File: src/rtl/riscv_core_pkg.sv
// riscv_core_pkg: shared constants and enums for the execute-stage divider
package riscv_core_pkg;
   localparam int XLEN = 64;
   typedef enum logic [1:0] {DIV = 2'b00, DIVU = 2'b01, REM = 2'b10, REMU = 2'b11} div_op_e;
   typedef enum logic [1:0] {IDLE, CALC, FIX, DONE} div_state_e;
endpackage

File: src/rtl/riscv_core_div.sv
// riscv_core_div: iterative radix-2 restoring divider for RV64M DIV/DIVU/REM/REMU and W forms
module riscv_core_div #(
   parameter int XLEN = 64
) (
   input  logic            i_div_clk,
   input  logic            i_div_rst,
   input  logic            i_div_start,
   input  logic            i_div_kill,
   input  logic [1:0]      i_div_op,
   input  logic            i_div_word,
   input  logic [XLEN-1:0] i_div_a,
   input  logic [XLEN-1:0] i_div_b,
   input  logic [4:0]      i_div_rd,
   output logic            o_div_busy,
   output logic            o_div_done,
   output logic [XLEN-1:0] o_div_result,
   output logic [4:0]      o_div_rd
);
   import riscv_core_pkg::*;
   div_state_e state;
   div_op_e op_q;
   logic word_q, sa_q, sb_q, spec_q;
   logic [6:0] cnt;
   logic [63:0] q, d, r;
   logic sgn, sa, sb, div0, ovf, is_rem;
   logic [63:0] a_s, b_s, abs_a, abs_b, a_res, spec_res, qv, res, fin;
   logic [64:0] rs, trial;
   assign sgn = ~i_div_op[0];
   // W forms sign-extend only for signed ops so unsigned W operands stay positive
   assign a_s = i_div_word ? {{32{sgn & i_div_a[31]}}, i_div_a[31:0]} : i_div_a;
   assign b_s = i_div_word ? {{32{sgn & i_div_b[31]}}, i_div_b[31:0]} : i_div_b;
   assign sa = sgn & a_s[63];
   assign sb = sgn & b_s[63];
   assign abs_a = sa ? -a_s : a_s;
   assign abs_b = sb ? -b_s : b_s;
   assign div0 = ~|b_s;
   assign ovf = sgn & (i_div_word ? (i_div_a[31:0] == 32'h8000_0000 && &i_div_b[31:0])
                                  : (i_div_a == {1'b1, 63'b0} && &i_div_b));
   assign a_res = i_div_word ? {{32{i_div_a[31]}}, i_div_a[31:0]} : i_div_a;
   assign spec_res = i_div_op[1] ? (div0 ? a_res : '0) : (div0 ? '1 : a_res);
   assign rs = {r, q[63]};
   assign trial = rs - {1'b0, d};
   assign is_rem = (op_q == REM) || (op_q == REMU);
   assign qv = word_q ? {32'b0, q[31:0]} : q;
   assign res = spec_q ? q : is_rem ? (sa_q ? -r : r) : ((sa_q ^ sb_q) ? -qv : qv);
   assign fin = word_q ? {{32{res[31]}}, res[31:0]} : res;
   always_ff @(posedge i_div_clk) begin
      if (i_div_rst) begin
         state <= IDLE;
         o_div_busy <= 1'b0;
         o_div_done <= 1'b0;
         o_div_result <= '0;
         o_div_rd <= '0;
      end else if (i_div_kill) begin
         state <= IDLE;
         o_div_busy <= 1'b0;
         o_div_done <= 1'b0;
      end else begin
         case (state)
            IDLE: if (i_div_start) begin
               op_q <= div_op_e'(i_div_op);
               word_q <= i_div_word;
               sa_q <= sa;
               sb_q <= sb;
               spec_q <= div0 | ovf;
               d <= abs_b;
               r <= '0;
               // W dividends are left-aligned so 32 steps consume exactly their bits
               q <= (div0 | ovf) ? spec_res : i_div_word ? {abs_a[31:0], 32'b0} : abs_a;
               cnt <= i_div_word ? 7'd31 : 7'd63;
               o_div_rd <= i_div_rd;
               o_div_busy <= 1'b1;
               state <= (div0 | ovf) ? FIX : CALC;
            end
            CALC: begin
               r <= trial[64] ? rs[63:0] : trial[63:0];
               q <= {q[62:0], ~trial[64]};
               cnt <= cnt - 7'd1;
               state <= (cnt == 7'd0) ? FIX : CALC;
            end
            FIX: begin
               o_div_result <= fin;
               o_div_done <= 1'b1;
               state <= DONE;
            end
            DONE: begin
               o_div_done <= 1'b0;
               o_div_busy <= 1'b0;
               state <= IDLE;
            end
         endcase
      end
   end
endmodule

File: config.mk
export PLATFORM = sky130hd
export DESIGN_NAME = riscv_core_div
export DESIGN_NICKNAME = d
export VERILOG_FILES = /design/src/rtl/riscv_core_pkg.sv /design/src/rtl/riscv_core_div.sv
export SDC_FILE = /design/constraint.sdc
export NUM_CORES = 1
export LEC_CHECK = 0
export BUFFER_PORTS_ARGS = -buffer_cell sky130_fd_sc_hd__buf_4
export CAP_MARGIN = 20
export CORE_MARGIN = 3
export CORE_UTILIZATION = 31
export DETAILED_ROUTE_END_ITERATION = 16
export HOLD_SLACK_MARGIN = 0.02
export PLACE_DENSITY = 0.46
export SLEW_MARGIN = 20
export SYNTH_ARGS = -nofsm -noshare
export SYNTH_HDL_FRONTEND = slang
export SYNTH_SLANG_ARGS = --single-unit
File: constraint.sdc
create_clock -name i_div_clk -period 16.6 [get_ports i_div_clk]
set_input_delay 1.66 -clock i_div_clk [delete_from_list [all_inputs] [get_ports i_div_clk]]
set_output_delay 1.66 -clock i_div_clk [all_outputs]
set_load 0.05 [all_outputs]
==> Word level (Yosys, flattened, before mapping) <==
Cells that the tools add are included.
{ "classes": {"add_sub_neg": 6, "n_eq_ne": 8, "n_mux": 32, "bitwise_logic": 11, "n_reduce_logical": 18} }
{ "op_table": {"columns": ["cell", "n"], "rows": [
  ["two-way mux 64 bit", 19],
  ["negator 64 bit", 4],
  ["case mux 64 bit (2 select lines)", 2],
  ["subtractor 65 x 64 -> 65 bit", 1],
  ["== test 64 bit (second input constant)", 1],
  ["AND reduction 64 bit", 1],
  ["OR reduction 64 bit", 1],
  ["== test 32 bit (second input constant)", 1],
  ["AND reduction 32 bit", 1],
  ["case mux 7 bit (2 select lines)", 1],
  ["== test 2 bit (second input constant)", 4],
  ["case mux 2 bit (4 select lines)", 1],
  ["AND reduction 4 bit", 2],
  ["logical NOT 7 bit", 1],
  ["two-way mux 7 bit", 1],
  ["subtractor 7 x 1 -> 7 bit (second input constant)", 1],
  ["two-way mux 2 bit", 3],
  ["two-way mux 6 bit", 1],
  ["nonzero test 2 bit", 3],
  ["bitwise AND 1 bit", 5],
  ["NOT 1 bit", 4],
  ["case mux 1 bit (2 select lines)", 2],
  ["AND reduction 2 bit", 2],
  ["AND reduction 3 bit", 1],
  ["other kinds (10)", 12]
]} }
{ "word_totals": {"ff_bits": 278, "inputBits": 140, "out_inout_bits": 71} }

==> Depth between registers and ports, before layout <==
{ "logic_depth": {"word_depth": 9, "depth_mapped": 16, "ltp_nobuf": 14} }

==> Worst setup path after synthesis <==
No wires, ideal clock.
{ "synth_timing": {"path_type": "input port to flip-flop", "startpoint": "in i_div_rst", "endpoint": "reg cnt[0], enable pin", "arrival_ps": 7830, "required_ps": 15969, "slack_ps": 8139, "cell_stages": 3, "path_buffers": 1, "path_cell_list": "clkbuf_1 -> or3_1 -> nor2_1"} }
{ "synth_between": {"elab_chain_len": 2} }
{ "synth_rtl": {"columns": ["item", "line", "text"], "rows": [
  ["start: declaration", "riscv_core_div.sv:6", "input logic i_div_rst,"],
  ["NOT 1 bit (no source line)", null, null],
  ["AND reduction 4 bit (no source line)", null, null],
  ["end signal: assignment", "riscv_core_div.sv:70", "cnt <= i_div_word ? 7'd31 : 7'd63;"],
  ["end signal: assignment", "riscv_core_div.sv:78", "cnt <= cnt - 7'd1;"],
  ["end: declaration", "riscv_core_div.sv:23", "logic [6:0] cnt;"]
]} }
No other way between the ends.
A chain may end at the register's enable or synchronous reset.

==> Final worst setup path <==
{ "layout_timing": {"startpoint": "in i_div_word", "endpoint": "reg q[2], data pin"} }
{ "layout_between": {"elab_chain_len": 7} }
{ "layout_rtl": {"columns": ["item", "line", "text"], "rows": [
  ["start: declaration", "riscv_core_div.sv:10", "input logic i_div_word,"],
  ["two-way mux 64 bit (on tied branches)", "riscv_core_div.sv:31, riscv_core_div.sv:30", null],
  ["OR reduction 64 bit / bitwise AND 1 bit (equally long branches)", "riscv_core_div.sv:36, riscv_core_div.sv:32", null],
  ["two-way mux 64 bit, or another cell as far along (2 in a row)", "riscv_core_div.sv:40", "assign spec_res = i_div_op[1] ? (div0 ? a_res : '0) : (div0 ? '1 : a_res);"],
  ["two-way mux 64 bit (*)", "riscv_core_div.sv:69", "q <= (div0 | ovf) ? spec_res : i_div_word ? {abs_a[31:0], 32'b0} : abs_a;"],
  ["two-way mux 64 bit (*)", "riscv_core_div.sv:60", "IDLE: if (i_div_start) begin"],
  ["case mux 64 bit (2 select lines) (*)", "riscv_core_div.sv:59", "case (state)"],
  ["end signal: assignment", "riscv_core_div.sv:69", null],
  ["end signal: assignment", "riscv_core_div.sv:77", "q <= {q[62:0], ~trial[64]};"],
  ["end: declaration", "riscv_core_div.sv:24", "logic [63:0] q, d, r;"]
]} }
Mark *: on every way between the ends. The rest lies on a longest branch, timed or not. The select of a mux whose other input is x is not followed.

==> results_dict.tcl <==
set metrics [dict create \
    cts_sinks 277 \
    routed.top_layer "met4" \
    cts_tree "yes" \
    overflow 0 \
    numCtsBuffers 36 \
    syn_avg_cell_area_sq_um 7.94 \
    row_count 100 \
    synth_edf_count 204 \
    power_density_nw_per_um2 74.1 \
    outcome "completed" \
    synthCells 2943 \
    layout_commonest_cell "nor2_1" \
    io_buffers 210 \
    wirelength_um 97300 \
    ant_nets 0 \
    dr.pass1.iters 6 \
    synth_cell_types 92 \
    grt_pass1_vias 22460 \
    drt_iter0_drc 2358 \
    crit_path_top_delay_cell "nand2_1" \
    drive_gt1_share_pct 11.7 \
    htree_levels 2 \
    ys_ff_latch 277 \
    track_usage_pct 24.0 \
    required_ns 16.86 \
    routedWlPerCell_um 24.1 \
    worst_pin_slew_ns 1.08 \
    dp.cells 3973 \
    wl_met1_um 43700 \
    utilization_pct 36.1 \
    core_sq_um 74600 \
    cap_viol_max_count 0 \
    num_io_pins 211 \
    cts_setup_buffers 0 \
    layout_common_cells "nor2_1, a21oi_1, buf_4" \
    rsz0062_at_grt "false" \
    ir_worst_vdd_mv 0.0502 \
    hold_path_class "reg2reg" \
    fin_cells 4032 \
    hold_viol 0 \
    fin_nets 3253 \
    cp_max_fo 43 \
    fin_crit_ns 5.97 \
    dieArea_sq_um 78700 \
    drc 0 \
    path_cells "buf_4, and3b_1, nor2_1, o221ai_1, a21oi_1, nand3_1, nor2_4, nor2_4, nand2_1, o21ai_0, a21oi_1, a22oi_1" \
    via_count 23549 \
    setup_viol_count_final 0 \
    initial_core_util_pct 31.4 \
    synth_seq_area_share_pct 32.5 \
    cts-root-buf "clkbuf_16" \
    die_w_um 281 \
    synth_warnings 0 \
    antenna_found_initial 0 \
    crit_arrival_ns 6.23 \
    grt_pass1_wl_um 145000 \
    syn-cell-area_sq_um 23400 \
    cp-end-kind "flip-flop" \
    dieHeight_um 281 \
    maxSlewViolCount 0 \
    hpwlAfterDp_um 75400 \
    area_growth_pct 15.3 \
    synth-main-ff-cell "edfxtp_1" \
    fin_worst_skew_ns 0.0292 \
    wl_met3_um 6760 \
    async_flop_share_pct 0 \
    clk_pin_slew_worst_paths_ns 0.06 \
    fmax_ghz 0.167 \
    diodes 0 \
    wl_met2_um 43400 \
    p_leak_uw 0.0100 \
    slowest_delay_ns 0.78 \
    slew_headroom_pct 27.9 \
    power_uw 2000 \
    cp-start-kind "input port" \
    cts_resized 0 \
    hold_ws_ns 0.445 \
    viasPerCell 5.84 \
    clk_latency_ns 0.56 \
    cts_hold_buf 0 \
    setup_tns_ns 0 \
    syn_nets 3154 \
    cts.path.max_buffers 3 \
    grt_max_degree 98 \
    reg2reg_slack_ns 11.35 \
    gp_congestion 0.951 \
    timing.final.crit_share_pct 36.0 \
    path_class "in2reg" \
]
[synth_stat cells, types with 33 or more instances]
cell type	count	area, sq um
nand2_1	240	901
edfxtp_1	204	6130
nor2_1	397	1490
nor4_1	46	288
o31ai_1	43	323
a21o_1	50	375
or3_1	33	206
ha_1	70	876
nor3_1	77	385
xor2_1	105	920
o221ai_1	38	333
a21oi_1	308	1540
xnor2_1	132	1160
inv_1	129	484
nand4_1	43	269
a31oi_1	54	338
o21ai_0	197	986
dfxtp_1	73	1460
nand3_1	43	215
clkbuf_1	150	563
mux2i_1	59	591
[critical path, delay by kind of cell]
family	cells	cell delay [ns]
AOI/OAI and AO/OA	5	1.02
and+or+nand+nor	6	3.22
buffers and inverters	1	0.26
[routing by layer]
| metal | track usage (%) | vias to the layer above |
|---|---|---|
| met5 | 0 | - |
| li1 | - | 11067 |
| met4 | 7.76 | 0 |
| met1 | 33.6 | 11375 |
| met2 | 38.0 | 949 |
| met3 | 3.55 | 158 |
[report_power, final]
group | switching (uW) | total [uW] | leakage [uW] | internal, uW
Sequential | 33.8 | 808 | 0.00248 | 774
Clock | 315 | 783 | 0.000545 | 469
Combinational | 255 | 408 | 0.00699 | 153
Total | 603 | 2000 | 0.0100 | 1400
[registers in the layout (all words and copies together), names as in the netlist, 2 cells and up]
register	flops
d	64
o_div_result	64
q	64
r	64
cnt	7
o_div_rd	5
state	2
[final timing paths]
kind,end,cells past startpoint,startpoint
setup / recovery,q[2],12,i_div_word
setup reg to reg,r[60],14,q[63]
hold / removal,o_div_result[56],2,o_div_result[56]
hold reg to reg,o_div_result[56],2,o_div_result[56]
[per-stage QoR]
step / area (sq um) / worst slack [ns]
after floorplan: 23400 / 8.14
after global placement: 25800 / 9.72
after detailed placement: 25800 / 10.13
after CTS: 27000 / 10.71
after global routing: 27000 / 10.25
final: 27000 / 10.63
[layout make-up]
cell class / count / area [sq um]
Clock buffer: 43 / 948
Clock inverter: 16 / 198
Fill cell: 7799 / 47600
Inverter: 131 / 492
Multi-Input combinational cell: 2352 / 14700
Sequential cell: 277 / 7590
Tap cell: 969 / 1210
Timing Repair Buffer: 244 / 1830
[kinds of logic (layout without fill, tap and decap cells)]
group / after synthesis / in the layout / synth area share, %
AOI/OAI and AO/OA: 947 / 947 / 25.8
xor gates and xnor gates: 238 / 238 / 8.95
adders and majority gates: 71 / 71 / 3.83
buffers and inverters: 314 / 434 / 5.14
DFF: 277 / 277 / 32.5
muxes: 61 / 61 / 2.62
and+or+nand+nor: 1035 / 1035 / 21.2
Power figures use the tool's default switching activity.
